==> config.mk <==
export PLATFORM = sky130hd
export DESIGN_NAME = fp_add_seq
export DESIGN_NICKNAME = d
export VERILOG_FILES = /design/src/rtl/fp_add_pkg.sv /design/src/rtl/add25bit.sv /design/src/rtl/fp_add_seq.sv
export SDC_FILE = /design/constraint.sdc
export NUM_CORES = 1
export LEC_CHECK = 0
export ABC_AREA = 1
export BUFFER_PORTS_ARGS = -buffer_cell sky130_fd_sc_hd__buf_2
export CAP_MARGIN = 20
export CORE_MARGIN = 2
export CORE_UTILIZATION = 40
export CTS_CLUSTER_SIZE = 16
export DETAILED_ROUTE_END_ITERATION = 10
export HOLD_SLACK_MARGIN = 0.02
export SETUP_SLACK_MARGIN = 0.05
export SLEW_MARGIN = 25
export SYNTH_ARGS = -nofsm -noshare
export SYNTH_HDL_FRONTEND = slang
export SYNTH_SLANG_ARGS = --single-unit
==> constraint.sdc <==
create_clock -name clk -period 10.7 [get_ports clk]
set_input_delay 0.535 -clock clk [delete_from_list [all_inputs] [get_ports clk]]
set_output_delay 0.535 -clock clk [all_outputs]
set_load 0.01 [all_outputs]
==> src/rtl/fp_add_pkg.sv <==
// rtl/fp_add_pkg.sv - shared types, constants and field helpers for the sequential FP32 adder
package fp_add_pkg;

    localparam int EXP_W    = 8;
    localparam int FRAC_W   = 23;
    localparam int MANT_W   = 24;
    localparam int EXP_BIAS = 127;
    localparam int EXP_MAX  = 255;

    localparam logic [31:0] QNAN_DEFAULT = 32'h7FC0_0000;

    typedef enum logic [2:0] {
        IDLE,
        ALIGN,
        ADD,
        NORM,
        DONE
    } state_t;

    typedef struct packed {
        logic              sign;
        logic [EXP_W-1:0]  exp;
        logic [MANT_W-1:0] mant;
        logic              is_zero;
        logic              is_inf;
        logic              is_nan;
    } fp_unpacked_t;

    // Denormals are reported as zero; the hidden one is always inserted.
    function automatic fp_unpacked_t fp_unpack(input logic [31:0] x);
        fp_unpacked_t u;
        u.sign    = x[31];
        u.exp     = x[30:23];
        u.mant    = {1'b1, x[22:0]};
        u.is_zero = (x[30:23] == 8'd0);
        u.is_inf  = (x[30:23] == 8'(EXP_MAX)) && (x[22:0] == 23'd0);
        u.is_nan  = (x[30:23] == 8'(EXP_MAX)) && (x[22:0] != 23'd0);
        return u;
    endfunction

    function automatic logic [31:0] fp_pack(input logic sign, input logic signed [9:0] e,
                                            input logic [FRAC_W-1:0] frac);
        if (e >= 10'sd255) begin
            return {sign, 8'hFF, 23'd0};
        end
        if (e <= 10'sd0) begin
            return {sign, 31'd0};
        end
        return {sign, e[7:0], frac};
    endfunction

endpackage

==> src/rtl/add25bit.sv <==
// rtl/add25bit.sv - 25-bit ripple-carry adder shared by the add/sub step
module add25bit (
    input  logic [24:0] a,
    input  logic [24:0] b,
    input  logic        cin,
    output logic [24:0] sum
);

    logic carry;

    always_comb begin
        sum   = '0;
        carry = cin;
        for (int i = 0; i < 25; i++) begin
            sum[i] = a[i] ^ b[i] ^ carry;
            carry  = (a[i] & b[i]) | (carry & (a[i] ^ b[i]));
        end
    end

endmodule

==> src/rtl/fp_add_seq.sv <==
// rtl/fp_add_seq.sv - multi-cycle FP32 add/sub sequencer around one shared mantissa adder
module fp_add_seq
    import fp_add_pkg::*;
#(
    parameter int          MAX_ALIGN = 25,
    parameter logic [31:0] QNAN      = QNAN_DEFAULT
) (
    input  logic        clk,
    input  logic        rst,
    input  logic        in_valid,
    output logic        in_ready,
    input  logic [31:0] in_a,
    input  logic [31:0] in_b,
    input  logic        in_sub,
    output logic        out_valid,
    input  logic        out_ready,
    output logic [31:0] out_data,
    output logic        busy
);

    localparam int CNT_W = $clog2(MAX_ALIGN + 1);

    state_t state_q, state_d;

    fp_unpacked_t      ua, ub;
    logic [31:0]       b_eff;
    logic              swap;
    logic              sign_big;
    logic [EXP_W-1:0]  exp_big, exp_small, exp_diff;
    logic [MANT_W-1:0] mant_big, mant_small;
    logic [CNT_W-1:0]  cnt_init;
    logic              special;
    logic [31:0]       special_val;

    logic              sign_q;
    logic              eff_sub_q;
    logic [MANT_W-1:0] ma_q, mb_q;
    logic [CNT_W-1:0]  cnt_q;
    logic [MANT_W:0]   m_q;
    logic signed [9:0] e_q;
    logic              out_valid_q;
    logic [31:0]       out_data_q;

    logic [MANT_W:0]   add_a, add_b, add_sum;
    logic [MANT_W:0]   norm_m;
    logic signed [9:0] norm_e;
    logic              norm_done;
    logic [31:0]       norm_data;

    // Operand unpack, magnitude ordering and special-case detection at accept.
    always_comb begin
        b_eff      = {in_b[31] ^ in_sub, in_b[30:0]};
        ua         = fp_unpack(in_a);
        ub         = fp_unpack(b_eff);
        swap       = b_eff[30:0] > in_a[30:0];
        sign_big   = swap ? ub.sign : ua.sign;
        exp_big    = swap ? ub.exp  : ua.exp;
        exp_small  = swap ? ua.exp  : ub.exp;
        mant_big   = swap ? ub.mant : ua.mant;
        mant_small = swap ? ua.mant : ub.mant;
        exp_diff   = exp_big - exp_small;
        cnt_init   = (exp_diff > EXP_W'(MAX_ALIGN)) ? CNT_W'(MAX_ALIGN) : CNT_W'(exp_diff);

        special     = 1'b1;
        special_val = '0;
        if (ua.is_nan || ub.is_nan || (ua.is_inf && ub.is_inf && (ua.sign != ub.sign))) begin
            special_val = QNAN;
        end else if (ua.is_inf) begin
            special_val = in_a;
        end else if (ub.is_inf) begin
            special_val = b_eff;
        end else if (ua.is_zero && ub.is_zero) begin
            special_val = {ua.sign & ub.sign, 31'd0};
        end else if (ua.is_zero) begin
            special_val = b_eff;
        end else if (ub.is_zero) begin
            special_val = in_a;
        end else begin
            special = 1'b0;
        end
    end

    // Subtraction is two's complement through the same adder; ma >= mb so no borrow out.
    assign add_a = {1'b0, ma_q};
    assign add_b = eff_sub_q ? ~{1'b0, mb_q} : {1'b0, mb_q};

    add25bit u_add (
        .a   (add_a),
        .b   (add_b),
        .cin (eff_sub_q),
        .sum (add_sum)
    );

    always_comb begin
        norm_m    = m_q;
        norm_e    = e_q;
        norm_done = 1'b0;
        if (m_q == '0) begin
            norm_done = 1'b1;
        end else if (m_q[MANT_W]) begin
            norm_m    = m_q >> 1;
            norm_e    = e_q + 10'sd1;
            norm_done = 1'b1;
        end else if (!m_q[MANT_W-1]) begin
            norm_m = m_q << 1;
            norm_e = e_q - 10'sd1;
        end else begin
            norm_done = 1'b1;
        end
        norm_data = (m_q == '0) ? 32'd0 : fp_pack(sign_q, norm_e, norm_m[FRAC_W-1:0]);
    end

    always_ff @(posedge clk) begin
        if (rst) begin
            state_q <= IDLE;
        end else begin
            state_q <= state_d;
        end
    end

    always_comb begin
        state_d = state_q;
        case (state_q)
            IDLE: begin
                if (in_valid) begin
                    if (special) begin
                        state_d = DONE;
                    end else if (cnt_init == '0) begin
                        state_d = ADD;
                    end else begin
                        state_d = ALIGN;
                    end
                end
            end
            ALIGN: begin
                if (cnt_q <= CNT_W'(1)) begin
                    state_d = ADD;
                end
            end
            ADD: state_d = NORM;
            NORM: begin
                if (norm_done) begin
                    state_d = DONE;
                end
            end
            DONE: begin
                if (out_ready) begin
                    state_d = IDLE;
                end
            end
            default: state_d = IDLE;
        endcase
    end

    always_ff @(posedge clk) begin
        if (rst) begin
            sign_q      <= 1'b0;
            eff_sub_q   <= 1'b0;
            ma_q        <= '0;
            mb_q        <= '0;
            cnt_q       <= '0;
            m_q         <= '0;
            e_q         <= '0;
            out_valid_q <= 1'b0;
            out_data_q  <= '0;
        end else begin
            case (state_q)
                IDLE: begin
                    if (in_valid) begin
                        sign_q    <= sign_big;
                        eff_sub_q <= ua.sign ^ ub.sign;
                        ma_q      <= mant_big;
                        mb_q      <= mant_small;
                        cnt_q     <= cnt_init;
                        e_q       <= $signed({2'b00, exp_big});
                        if (special) begin
                            out_data_q  <= special_val;
                            out_valid_q <= 1'b1;
                        end
                    end
                end
                ALIGN: begin
                    mb_q  <= mb_q >> 1;
                    cnt_q <= cnt_q - 1'b1;
                end
                ADD: begin
                    m_q <= add_sum;
                end
                NORM: begin
                    m_q <= norm_m;
                    e_q <= norm_e;
                    if (norm_done) begin
                        out_data_q  <= norm_data;
                        out_valid_q <= 1'b1;
                    end
                end
                DONE: begin
                    if (out_ready) begin
                        out_valid_q <= 1'b0;
                    end
                end
                default: ;
            endcase
        end
    end

    assign in_ready  = (state_q == IDLE);
    assign busy      = (state_q != IDLE);
    assign out_valid = out_valid_q;
    assign out_data  = out_data_q;

endmodule

### Word-level counts from Yosys, hierarchy flattened

Index checks and enable logic that the tools add are counted.

| cells by class | value |
|---|---|
| shift-type cells | 0 |
| multiplexer cells | 59 |
| bitwise logic cells | 125 |
| $lt $le $gt $ge | 5 |
| div/mod/pow operators | 0 |
| $mul | 0 |
| reduce and logical (&&, ||, !) cells | 30 |
| add/sub/neg operators | 4 |
| equality and inequality tests | 13 |

Operators by type and width:

| cell | count |
|---|---|
| $mux W32 | 14 |
| $mux W24 | 3 |
| $pmux W32 S2 | 1 |
| $xor A1 B1 Y1 | 51 |
| $mux W25 | 2 |
| $pmux W25 S2 | 1 |
| $and A1 B1 Y1 | 49 |
| $pmux W24 S2 | 1 |
| $logic_not A23 Y1 | 2 |
| $mux W23 | 2 |
| $reduce_bool A23 Y1 | 2 |
| $mux W10 | 4 |
| $gt A31 B31 Y1 | 1 |
| $logic_not A25 Y1 | 1 |
| $not A24 Y25 | 1 |
| $or A1 B1 Y1 | 24 |
| $pmux W10 S2 | 1 |
| $mux W1 | 17 |
| $eq A8 B8 Y1 const B | 2 |
| $logic_not A8 Y1 | 2 |
| $mux W8 | 2 |
| $mux W3 | 5 |
| $pmux W3 S5 | 1 |
| $add A10 B2 Y10 const B | 1 |
| 26 further kinds | 46 |

| storage, ports and cells | value |
|---|---|
| input port bits | 69 |
| output and inout port bits | 35 |
| logic and storage cells | 247 |
| register bits after elaboration | 126 |
| memory bits (read-only) | 0 |
| memories | 0 |
| RAM bits | 0 |
| bits in latches | 0 |

### Longest topological paths before layout

Gate-level depths: netlist of run 1.

| depth | value |
|---|---|
| depth in word-level cells | 53 |
| mapped depth | 32 |
| mapped depth without buffers | 31 |

### Modules after synthesis

Synthesis of run 1 repeated with hierarchy kept, for this count alone.

| unflattened totals | value |
|---|---|
| cells, all modules | 1425 |
| area, all modules | 9447.8 µm² |

By module, submodules not included:

| module | instances | sequential area each (µm²) | cells an instance | area each (µm²) |
|---|---|---|---|---|
| fp_add_seq | 1 | 2522.4 | 1387 | 8911.0 |
| add25bit | 1 | 0.0 | 38 | 536.8 |

### Least setup slack after synthesis of run 1

No wires, ideal clock.

| timing | value |
|---|---|
| path type | reg2reg |
| start point | reg eff_sub_q |
| end point | reg m_q[23] |
| period minus slack after synthesis | 9.812 ns |
| buffers on the path | 1 |
| setup slack | 0.888 ns |
| data required time | 10.582 ns |
| setup time | 0.118 ns |
| arrival | 9.694 ns |
| stages on the path, launching flop included | 33 |
| cells stage by stage | dfxtp_1 > clkbuf_1 > inv_1 > nor2_1 > a21oi_1 > fa_1 > fa_1 > fa_1 > fa_1 > fa_1 > fa_1 > fa_1 > fa_1 > fa_1 > fa_1 > fa_1 > fa_1 > fa_1 > fa_1 > fa_1 > fa_1 > fa_1 > fa_1 > fa_1 > fa_1 > inv_1 > fa_1 > inv_1 > fa_1 > fa_1 > o21ai_0 > o21ai_0 > nor2_1 |

| on the way | value |
|---|---|
| longest elaborated chain between the ends | 50 |
| elaborated cells on any way between the ends | 96 |
| classes of those cells | 2 x mux; 94 x bitwise |

RTL lines:

| element | line | source |
|---|---|---|
| start: declaration | fp_add_seq.sv:36 | `logic eff_sub_q;` |
| start signal: assignment | fp_add_seq.sv:171 | `eff_sub_q <= ua.sign ^ ub.sign;` |
| $mux W25 | fp_add_seq.sv:85 | `assign add_b = eff_sub_q ? ~{1'b0, mb_q} : {1'b0, mb_q};` |
| $xor A1 B1 Y1 | add25bit.sv:16 | `carry = (a[i] & b[i]) \| (carry & (a[i] ^ b[i]));` |
| $and A1 B1 Y1 | add25bit.sv:16 |  |
| $or A1 B1 Y1 | add25bit.sv:16 |  |
| $and A1 B1 Y1 | add25bit.sv:16 |  |
| $or A1 B1 Y1 | add25bit.sv:16 |  |
| $and A1 B1 Y1 | add25bit.sv:16 |  |
| $or A1 B1 Y1 | add25bit.sv:16 |  |
| [34 not listed] | n/a |  |
| $and A1 B1 Y1 | add25bit.sv:16 |  |
| $or A1 B1 Y1 | add25bit.sv:16 |  |
| $and A1 B1 Y1 | add25bit.sv:16 |  |
| $or A1 B1 Y1 | add25bit.sv:16 |  |
| $and A1 B1 Y1 | add25bit.sv:16 |  |
| $or A1 B1 Y1 | add25bit.sv:16 |  |
| $xor A1 B1 Y1 * | add25bit.sv:15 | `sum[i] = a[i] ^ b[i] ^ carry;` |
| $pmux W25 S2 * | fp_add_seq.sv:167 | `case (state_q)` |
| end signal: assignment | fp_add_seq.sv:187 | `m_q <= add_sum;` |
| end signal: assignment | fp_add_seq.sv:190 | `m_q <= norm_m;` |
| end: declaration | fp_add_seq.sv:39 | `logic [MANT_W:0] m_q;` |

Every way passes the cells marked *; elsewhere a longest branch is shown, timed or not.
A chain may end at the register's enable or synchronous reset.

### Worst setup path after layout of run 1

Ends and elaborated chain as after synthesis.

==> results.toml, run 1 <==
[timing]
layout_setup_ws_ns = 0.589
fin_hold_ws_ns = 0.412
maxSlewHeadroom_pct = 33.0
grt_setup_unrepaired = "no"
setup_viol = 0
maxSlewViolCount = 0
fmax_mhz = 98.9
hold_viol = 0
tightestPinTransition_ns = 1.00
layout_min_cycle_time_ns = 10.11
tns_ns = 0
finClkSkew_ns = 0.0119
finalCritPeriodShare_pct = 94.5

[critical_path]
start_kind = "register"
cp_max_fo = 4
crit_type = "register to register"
crit_path_frequent_cell = "fa_1"
cp.arrival_ns = 10.43
critPathCaptureType = "register"
cpMaxStageDelayCell = "fa_1"
max_stage_delay_ns = 0.48
critPathRequiredTime_ns = 11.02

[place]
place_ws_ns = 0.624
routabilityCongestion = 0.886
dpl.hpwl_mm = 23.6
port-buffer-count = 103
post_dp_cell_area_mm2 = 0.0101

[detailed_routing]
ant_nets = 0
drt-total-wl_mm = 32.3
first_pass_iters = 6
vias = 9998
vias_per_cell = 5.58
drt_iter0_markers = 1008
drc_errors = 0
routedWlPerCell_um = 18.0

[clocking]
clkSinkCount = 126
htreeDepth = 4
cts-hold-fix-buffers = 0
cts_buffer_depth = 2
ctsRootBufferMaster = "clkbuf_16"
clock_latency_ns = 0.43
clkTransAtPathRegs_ns = 0.06
post_cts_resized = 0
cts_tree = "yes"
postCtsSetupRepairBufs = 0
cts_made_buffers = 17

[floorplanning]
ioPinCount = 104
die-area_mm2 = 0.0248
start_util_pct = 40.5
core_region_area_mm2 = 0.0233
die_y_um = 157
die_w_um = 157
rows = 56

[synth]
yosysUniqueCellTypes = 51
avgSynthCellArea_um2 = 6.72
yosys_register_bits = 126
synth_cells = 1401
syn_nets = 1530
syn_area_mm2 = 0.00942
synth_flop_cell = "dfxtp_1"
synthArstFlopShare_pct = 0
synth_edf_count = 0
yosysSeqAreaShare_pct = 26.8
synth_warnings = 0

[job]
max_cap_viol_count = 0

[power]
peakVddDrop_v = 0.000190
p_leak_nw = 4.52
p_per_area_mw_per_mm2 = 273

[grt]
antenna_found_initial = 0
grt_pass1_vias = 8969
grt_max_degree = 82
grt_pass1_wl_mm = 49.5
gr-total-overflow = 0
grt.total_usage_pct = 26.0

[final_layout]
area_growth_pct = 14.3
drive_above_1_share_pct = 13.6
finalInstanceArea_mm2 = 0.0108
antenna_cells = 0
fin_nets = 1590

[hold_path]
worstHoldPathType = "input pin to register"

[run_status]
status = "finished clean"
where the power goes:
group          switching [mW]  internal [mW]
Combinational            1.08          0.495
Sequential              0.109          0.619
Clock                   0.233          0.403
stage by stage:
stage	power [mW]	instances	util [%]
floorplan	1.82	1401	-
global placement	2.28	1761	43.5
detailed placement	2.28	1761	43.5
CTS	2.93	1793	46.3
global route	3.15	1793	46.3
finish	2.94	1793	46.3
placed cells by master (no fill, tap or decap), drive strengths merged:
| cell | count |
|---|---|
| a211oi | 1 |
| a21o | 2 |
| a21oi | 130 |
| a22o | 1 |
| a22oi | 5 |
| a31oi | 52 |
| a32o | 1 |
| buf | 117 |
| bufinv | 4 |
| clkbuf | 19 |
| clkinv | 10 |
| clkinvlp | 2 |
| dfxtp | 126 |
| fa | 23 |
| ha | 37 |
| inv | 184 |
| nand2 | 289 |
| nand3 | 62 |
| nand3b | 1 |
| nand4 | 31 |
| nor2 | 97 |
| nor3 | 28 |
| nor3b | 1 |
| nor4 | 12 |
| o2111ai | 2 |
| o211ai | 33 |
| o21a | 12 |
| o21ai | 86 |
| o22ai | 56 |
| o31ai | 3 |
| o32ai | 1 |
| o41ai | 4 |
| or2 | 6 |
| xnor2 | 25 |
| xor2 | 11 |
flip-flops by register name (all words and copies together) (netlist names):
signal	flops
eff_sub_q	1
m_q	25
out_valid	1
mb_q	24
out_data	32
ma_q	24
cnt_q	5
state_q	3
sign_q	1
e_q	10
area by class of cell:
class / instances / area (µm²)
inverters: 187 / 703
well taps: 319 / 399
flip-flops and latches: 126 / 2520
repair buffers: 117 / 621
clock inverters: 13 / 185
clock buffers: 19 / 453
fillers: 2490 / 12500
multi-input cells: 1012 / 5880
cells by family after synthesis:
| group | count (synthesis) | share of synthesized area, % |
|---|---|---|
| and+or+nand+nor | 527 | 24.9 |
| AOI/OAI and AO/OA | 389 | 24.3 |
| buffers and inverters | 263 | 10.9 |
| DFF | 126 | 26.8 |
| adders and majority gates | 60 | 9.80 |
| xor gates and xnor gates | 36 | 3.35 |
path summary, 6_finish.rpt:
kind / from / to / slack (ns) / cells past startpoint
min reg2reg: ma_q[18] / ma_q[18] / 0.46 / 2
min: out_ready / state_q[2] / 0.41 / 4
max: eff_sub_q / m_q[23] / 0.59 / 31
max reg2reg: eff_sub_q / m_q[23] / 0.59 / 31
per-layer routing:
| metal | GRT usage, % | routed length, µm | vias up | share of wire, % |
|---|---|---|---|---|
| met2 | 38.3 | 13900 | 373 | 43 |
| met5 | 0 | 0 | - | 0 |
| met3 | 6.08 | 2680 | 42 | 8.3 |
| met4 | 7.36 | 637 | 0 | 2.0 |
| li1 | - | - | 4903 | - |
| met1 | 37.6 | 15100 | 4680 | 47 |
critical path: cells and delay by family, from the launching register on:
family	cells	cell delay, ns
buffers and inverters	3	0.22
AO/OA/AOI/OAI	3	0.32
adder cells (fa/ha/maj)	23	8.93
AND/OR/NAND/NOR	2	0.16
flip-flops	1	0.40
cell usage after synthesis, types with 3 or more instances:
cell type	n	area (µm²)
o21ai_0	64	320
a22oi_1	5	37.5
buf_4	3	22.5
or2_2	6	37.5
buf_1	5	18.8
nand2_4	3	33.8
nor3_1	23	115
nand2_1	278	1040
nor2_2	5	31.3
nor4_1	12	75.1
o41ai_1	4	35.0
fa_1	23	460
o21a_1	12	90.1
o211ai_1	33	248
xor2_1	11	96.3
nand2_2	8	50.1
inv_2	12	45.0
nand3_1	60	300
nor2_1	91	342
xnor2_1	25	219
a31oi_1	51	319
clkinv_1	3	11.3
buf_2	7	35.0
nand4_1	29	181
inv_1	171	642
clkbuf_1	59	221
o21ai_1	22	110
dfxtp_1	126	2520
o22ai_1	56	350
a21oi_1	127	636
nor3_2	4	40.0
o31ai_1	3	22.5
ha_1	37	463
No activity file was read; power rests on OpenSTA's default activity.
==> run 2: changes to the inputs <==
--- a/config.mk
+++ b/config.mk
@@ -7,7 +7,6 @@
 export LEC_CHECK = 0
 export ABC_AREA = 1
 export BUFFER_PORTS_ARGS = -buffer_cell sky130_fd_sc_hd__buf_2
-export CAP_MARGIN = 20
 export CORE_MARGIN = 2
 export CORE_UTILIZATION = 40
 export CTS_CLUSTER_SIZE = 16
==> constraint.sdc (replaced) <==
create_clock -name clk -period 12 [get_ports clk]
set_input_delay 0.6 -clock clk [delete_from_list [all_inputs] [get_ports clk]]
set_output_delay 0.6 -clock clk [all_outputs]
set_load 0.01 [all_outputs]
==> results.toml, run 2 (synthesized netlist as in run 1, its figures left out) <==
[clocking]
clkTransAtPathRegs_ns = 0.06
post_cts_resized = 0
cts-hold-fix-buffers = 0
cts_tree = "yes"
clock_latency_ns = 0.42
cts_buffer_depth = 2
clkSinkCount = 126
htreeDepth = 4
ctsRootBufferMaster = "clkbuf_16"
cts_made_buffers = 17
postCtsSetupRepairBufs = 0

[timing]
maxSlewHeadroom_pct = 35.1
layout_setup_ws_ns = 1.73
fmax_mhz = 97.4
finClkSkew_ns = 0.0144
layout_min_cycle_time_ns = 10.27
tightestPinTransition_ns = 0.974
setup_viol = 0
maxSlewViolCount = 0
finalCritPeriodShare_pct = 85.6
tns_ns = 0
grt_setup_unrepaired = "no"
hold_viol = 0

[critical_path]
cpMaxStageDelayCell = "dfxtp_1"
critPathCaptureType = "register"
cp_max_fo = 7
critPathRequiredTime_ns = 12.31
cp.arrival_ns = 10.58
max_stage_delay_ns = 0.52
start_kind = "register"
crit_type = "register to register"
crit_path_frequent_cell = "fa_1"

[detailed_routing]
drt-total-wl_mm = 32.1
ant_nets = 0
vias_per_cell = 5.58
drt_iter0_markers = 905
first_pass_iters = 5
drc_errors = 0
routedWlPerCell_um = 17.9
vias = 9987

[grt]
gr-total-overflow = 0
grt_pass1_wl_mm = 50.3
grt.total_usage_pct = 26.2
antenna_found_initial = 0
grt_pass1_vias = 9018
grt_max_degree = 80

[hold_path]
worstHoldPathType = "register to register"

[power]
p_leak_nw = 4.48
comb_power_share_pct = 54.8
seqPwrFrac_pct = 25.1
p_per_area_mw_per_mm2 = 240
power.total_mw = 2.57
switching_share_pct = 48.9
peakVddDrop_v = 0.000141
p_int_mw = 1.32
p_switching_mw = 1.26
p_clk_share_pct = 20.1

[floorplanning]
die-area_mm2 = 0.0248
die_y_um = 157
rows = 56
ioPinCount = 104
die_w_um = 157
start_util_pct = 40.5
core_region_area_mm2 = 0.0233

[job]
max_cap_viol_count = 0

[final_layout]
area_growth_pct = 13.6
largest_register_ffs = 32
drive_above_1_share_pct = 13.5
final_cell_mix = "278 x nand2_1, 169 x inv_1, 127 x a21oi_1, 126 x dfxtp_1, 103 x buf_2"
antenna_cells = 0
fin_nets = 1589
layout_commonest_cell = "nand2_1"

[place]
place_ws_ns = 1.78
dpl.hpwl_mm = 23.8
routabilityCongestion = 0.947
port-buffer-count = 103

[run_status]
status = "finished clean"
==> run 2: metrics by stage <==
step | util [%] | area [µm²] | hold WS, ns | cells
floorplan | - | 9420 | 0.445 | 1401
global placement | 43.5 | 10100 | 0.454 | 1760
detailed placement | 43.5 | 10100 | 0.456 | 1760
CTS | 46.0 | 10700 | 0.465 | 1791
global route | 46.0 | 10700 | 0.485 | 1791
finish | 46.0 | 10700 | 0.467 | 1791
==> run 2: cell type report <==
cell class	instances	area, µm²
sequential	126	2520
clock inverter	12	146
fill	2508	12600
inverter	187	703
tap	319	399
clock buffer	19	433
timing repair buffer	116	613
multi-input combinational	1012	5880
==> run 2: worst paths after layout <==
| check | from | to | slack (ns) | cells after the start |
|---|---|---|---|---|
| max | eff_sub_q | m_q[23] | 1.73 | 31 |
| min | ma_q[20] | ma_q[20] | 0.47 | 2 |
| max reg2reg | eff_sub_q | m_q[23] | 1.73 | 31 |
| min reg2reg | ma_q[20] | ma_q[20] | 0.47 | 2 |
==> run 2: layer usage <==
layer | GRT usage [%] | share of wire [%]
met3 | 4.76 | 8.4
met5 | 0 | 0
met4 | 8.61 | 2.4
met1 | 39.0 | 47
met2 | 37.8 | 42
==> run 2: power groups by stage <==
stage | sequential (mW) | combinational (mW) | clock [mW]
detailed placement | 0.653 | 1.39 | 0
global placement | 0.650 | 1.37 | 0
finish | 0.646 | 1.41 | 0.517
CTS | 0.645 | 1.40 | 0.524
global route | 0.664 | 1.55 | 0.541
floorplan | 0.657 | 0.965 | 0
==> run 2: critical path, delay by kind of cell (launching register included) <==
kind / cells / cell delay (ns)
buffers and inverters: 3 / 0.23
AO/OA/AOI/OAI: 3 / 0.31
adder cells (fa/ha/maj): 23 / 8.93
flip-flops: 1 / 0.52
AND/OR/NAND/NOR: 2 / 0.15
==> run 3: changes to the inputs <==
==> constraint.sdc (replaced) <==
create_clock -name clk -period 12.9 [get_ports clk]
set_input_delay 0.645 -clock clk [delete_from_list [all_inputs] [get_ports clk]]
set_output_delay 0.645 -clock clk [all_outputs]
set_load 0.01 [all_outputs]
==> results.toml, run 3 (synthesized netlist as in run 1, its figures left out) <==
[grt]
grt_pass1_wl_mm = 50.4
grt_pass1_vias = 8958
antenna_found_initial = 0
grt_max_degree = 80
gr-total-overflow = 0
grt.total_usage_pct = 26.4

[critical_path]
r2r_start = "eff_sub_q"
max_stage_delay_ns = 0.48
r2r_setup_slack_ns = 2.34
cp_max_fo = 25
critPathCaptureType = "register"
cpMaxStageDelayCell = "fa_1"
r2r_end = "m_q[23]"
cp.arrival_ns = 10.88
crit_type = "register to register"
crit_path_frequent_cell = "fa_1"
start_kind = "register"
r2r_cells = 32
critPathRequiredTime_ns = 13.23

[floorplanning]
rows = 56
core_region_area_mm2 = 0.0233
die_y_um = 157
start_util_pct = 40.5
die-area_mm2 = 0.0248
ioPinCount = 104
die_w_um = 157

[clocking]
clkSinkCount = 126
postCtsSetupRepairBufs = 0
post_cts_resized = 0
clkTransAtPathRegs_ns = 0.06
cts-hold-fix-buffers = 0
clock_latency_ns = 0.43
htreeDepth = 4
cts_tree = "yes"
cts_made_buffers = 17
cts_buffer_depth = 2
ctsRootBufferMaster = "clkbuf_16"

[place]
port-buffer-count = 103
routabilityCongestion = 0.908
place_ws_ns = 2.45
placedCellCount = 1759
dpl.hpwl_mm = 23.7

[final_layout]
largest_register_ffs = 32
layout_commonest_cell = "nand2_1"
drive_above_1_share_pct = 13.6
final_cell_mix = "278 x nand2_1, 169 x inv_1, 127 x a21oi_1, 126 x dfxtp_1, 103 x buf_2"
final_cells = 1791
num-fill-cells = 2480
antenna_cells = 0
fin_nets = 1588
area_growth_pct = 14.1

[detailed_routing]
drt-total-wl_mm = 32.4
drt_iter0_markers = 942
vias = 10000
first_pass_iters = 5
drc_errors = 0
vias_per_cell = 5.58
routedWlPerCell_um = 18.1
ant_nets = 0

[timing]
layout_min_cycle_time_ns = 10.56
finalCritPeriodShare_pct = 81.8
finClkSkew_ns = 0.00931
tightestPinTransition_ns = 1.01
maxSlewHeadroom_pct = 32.5
setup_viol = 0
fin_hold_ws_ns = 0.465
hold_viol = 0
layout_setup_ws_ns = 2.34
fmax_mhz = 94.7
tns_ns = 0
maxSlewViolCount = 0
grt_setup_unrepaired = "no"

[hold_path]
worstHoldPathCells = 2
holdCritStartpoint = "ma_q[11]"
worstHoldPathType = "register to register"
min_to = "ma_q[11]"

[power]
p_per_area_mw_per_mm2 = 226
p_leak_nw = 4.50
peakVddDrop_v = 0.000142

[job]
max_cap_viol_count = 0

[run_status]
status = "finished clean"
==> run 3: changes by cell type in the layout (fill, tap and decap cells not counted), sizes merged <==
cell	before	now
buf	116	115
inv	182	184
clkinvlp	3	4
clkinv	11	7
clkbuf	19	21
==> run 3: worst max-delay path: cells and delay by family (launching register included) <==
family | cells | cell delay [ns]
adders and majority gates | 23 | 9.03
and+or+nand+nor | 2 | 0.16
AOI/OAI and AO/OA | 3 | 0.31
buffers and inverters | 4 | 0.64
DFF | 1 | 0.30
==> run 3: power by group <==
part           switching (mW)  internal (mW)  total, mW
clock network           0.194          0.326      0.520
registers              0.0867          0.513      0.600
logic                   0.904          0.411       1.31
total                    1.18           1.25       2.43
==> run 3: final cells by class <==
class                      count  area, µm²  area share [%]
clock buffer                  21        480            4.47
clock inverter                11        155            1.44
inverter                     187        703            6.54
multi-input combinational   1012       5880            54.7
sequential                   126       2520            23.5
tap                          319        399            3.71
timing repair buffer         115        606            5.63
==> run 3: per-layer routing <==
layer | up-vias | global-route usage, % | share of wire (%)
met1 | 4658 | 39.0 | 47
met3 | 49 | 4.30 | 7.9
li1 | 4889 | - | -
met2 | 404 | 39.4 | 43
met5 | - | 0 | 0
met4 | 0 | 7.10 | 2.2
==> run 3: how the worst max path moves through the flow <==
stage	start	end	slack, ns	cells past startpoint
after floorplan	eff_sub_q	m_q[23]	3.09	32
after global placement	eff_sub_q	m_q[23]	2.51	32
after detailed placement	eff_sub_q	m_q[23]	2.45	32
after CTS	eff_sub_q	m_q[23]	2.41	32
after global routing	eff_sub_q	m_q[23]	1.88	32
final	eff_sub_q	m_q[23]	2.34	32
==> run 3: stage by stage <==
step | util, % | cell area, µm² | total power, mW
CTS | 46.2 | 10700 | 2.42
detailed placement | 43.5 | 10100 | 1.89
floorplan | - | 9420 | 1.51
finish | 46.2 | 10800 | 2.43
global placement | 43.5 | 10100 | 1.88
global route | 46.2 | 10800 | 2.61
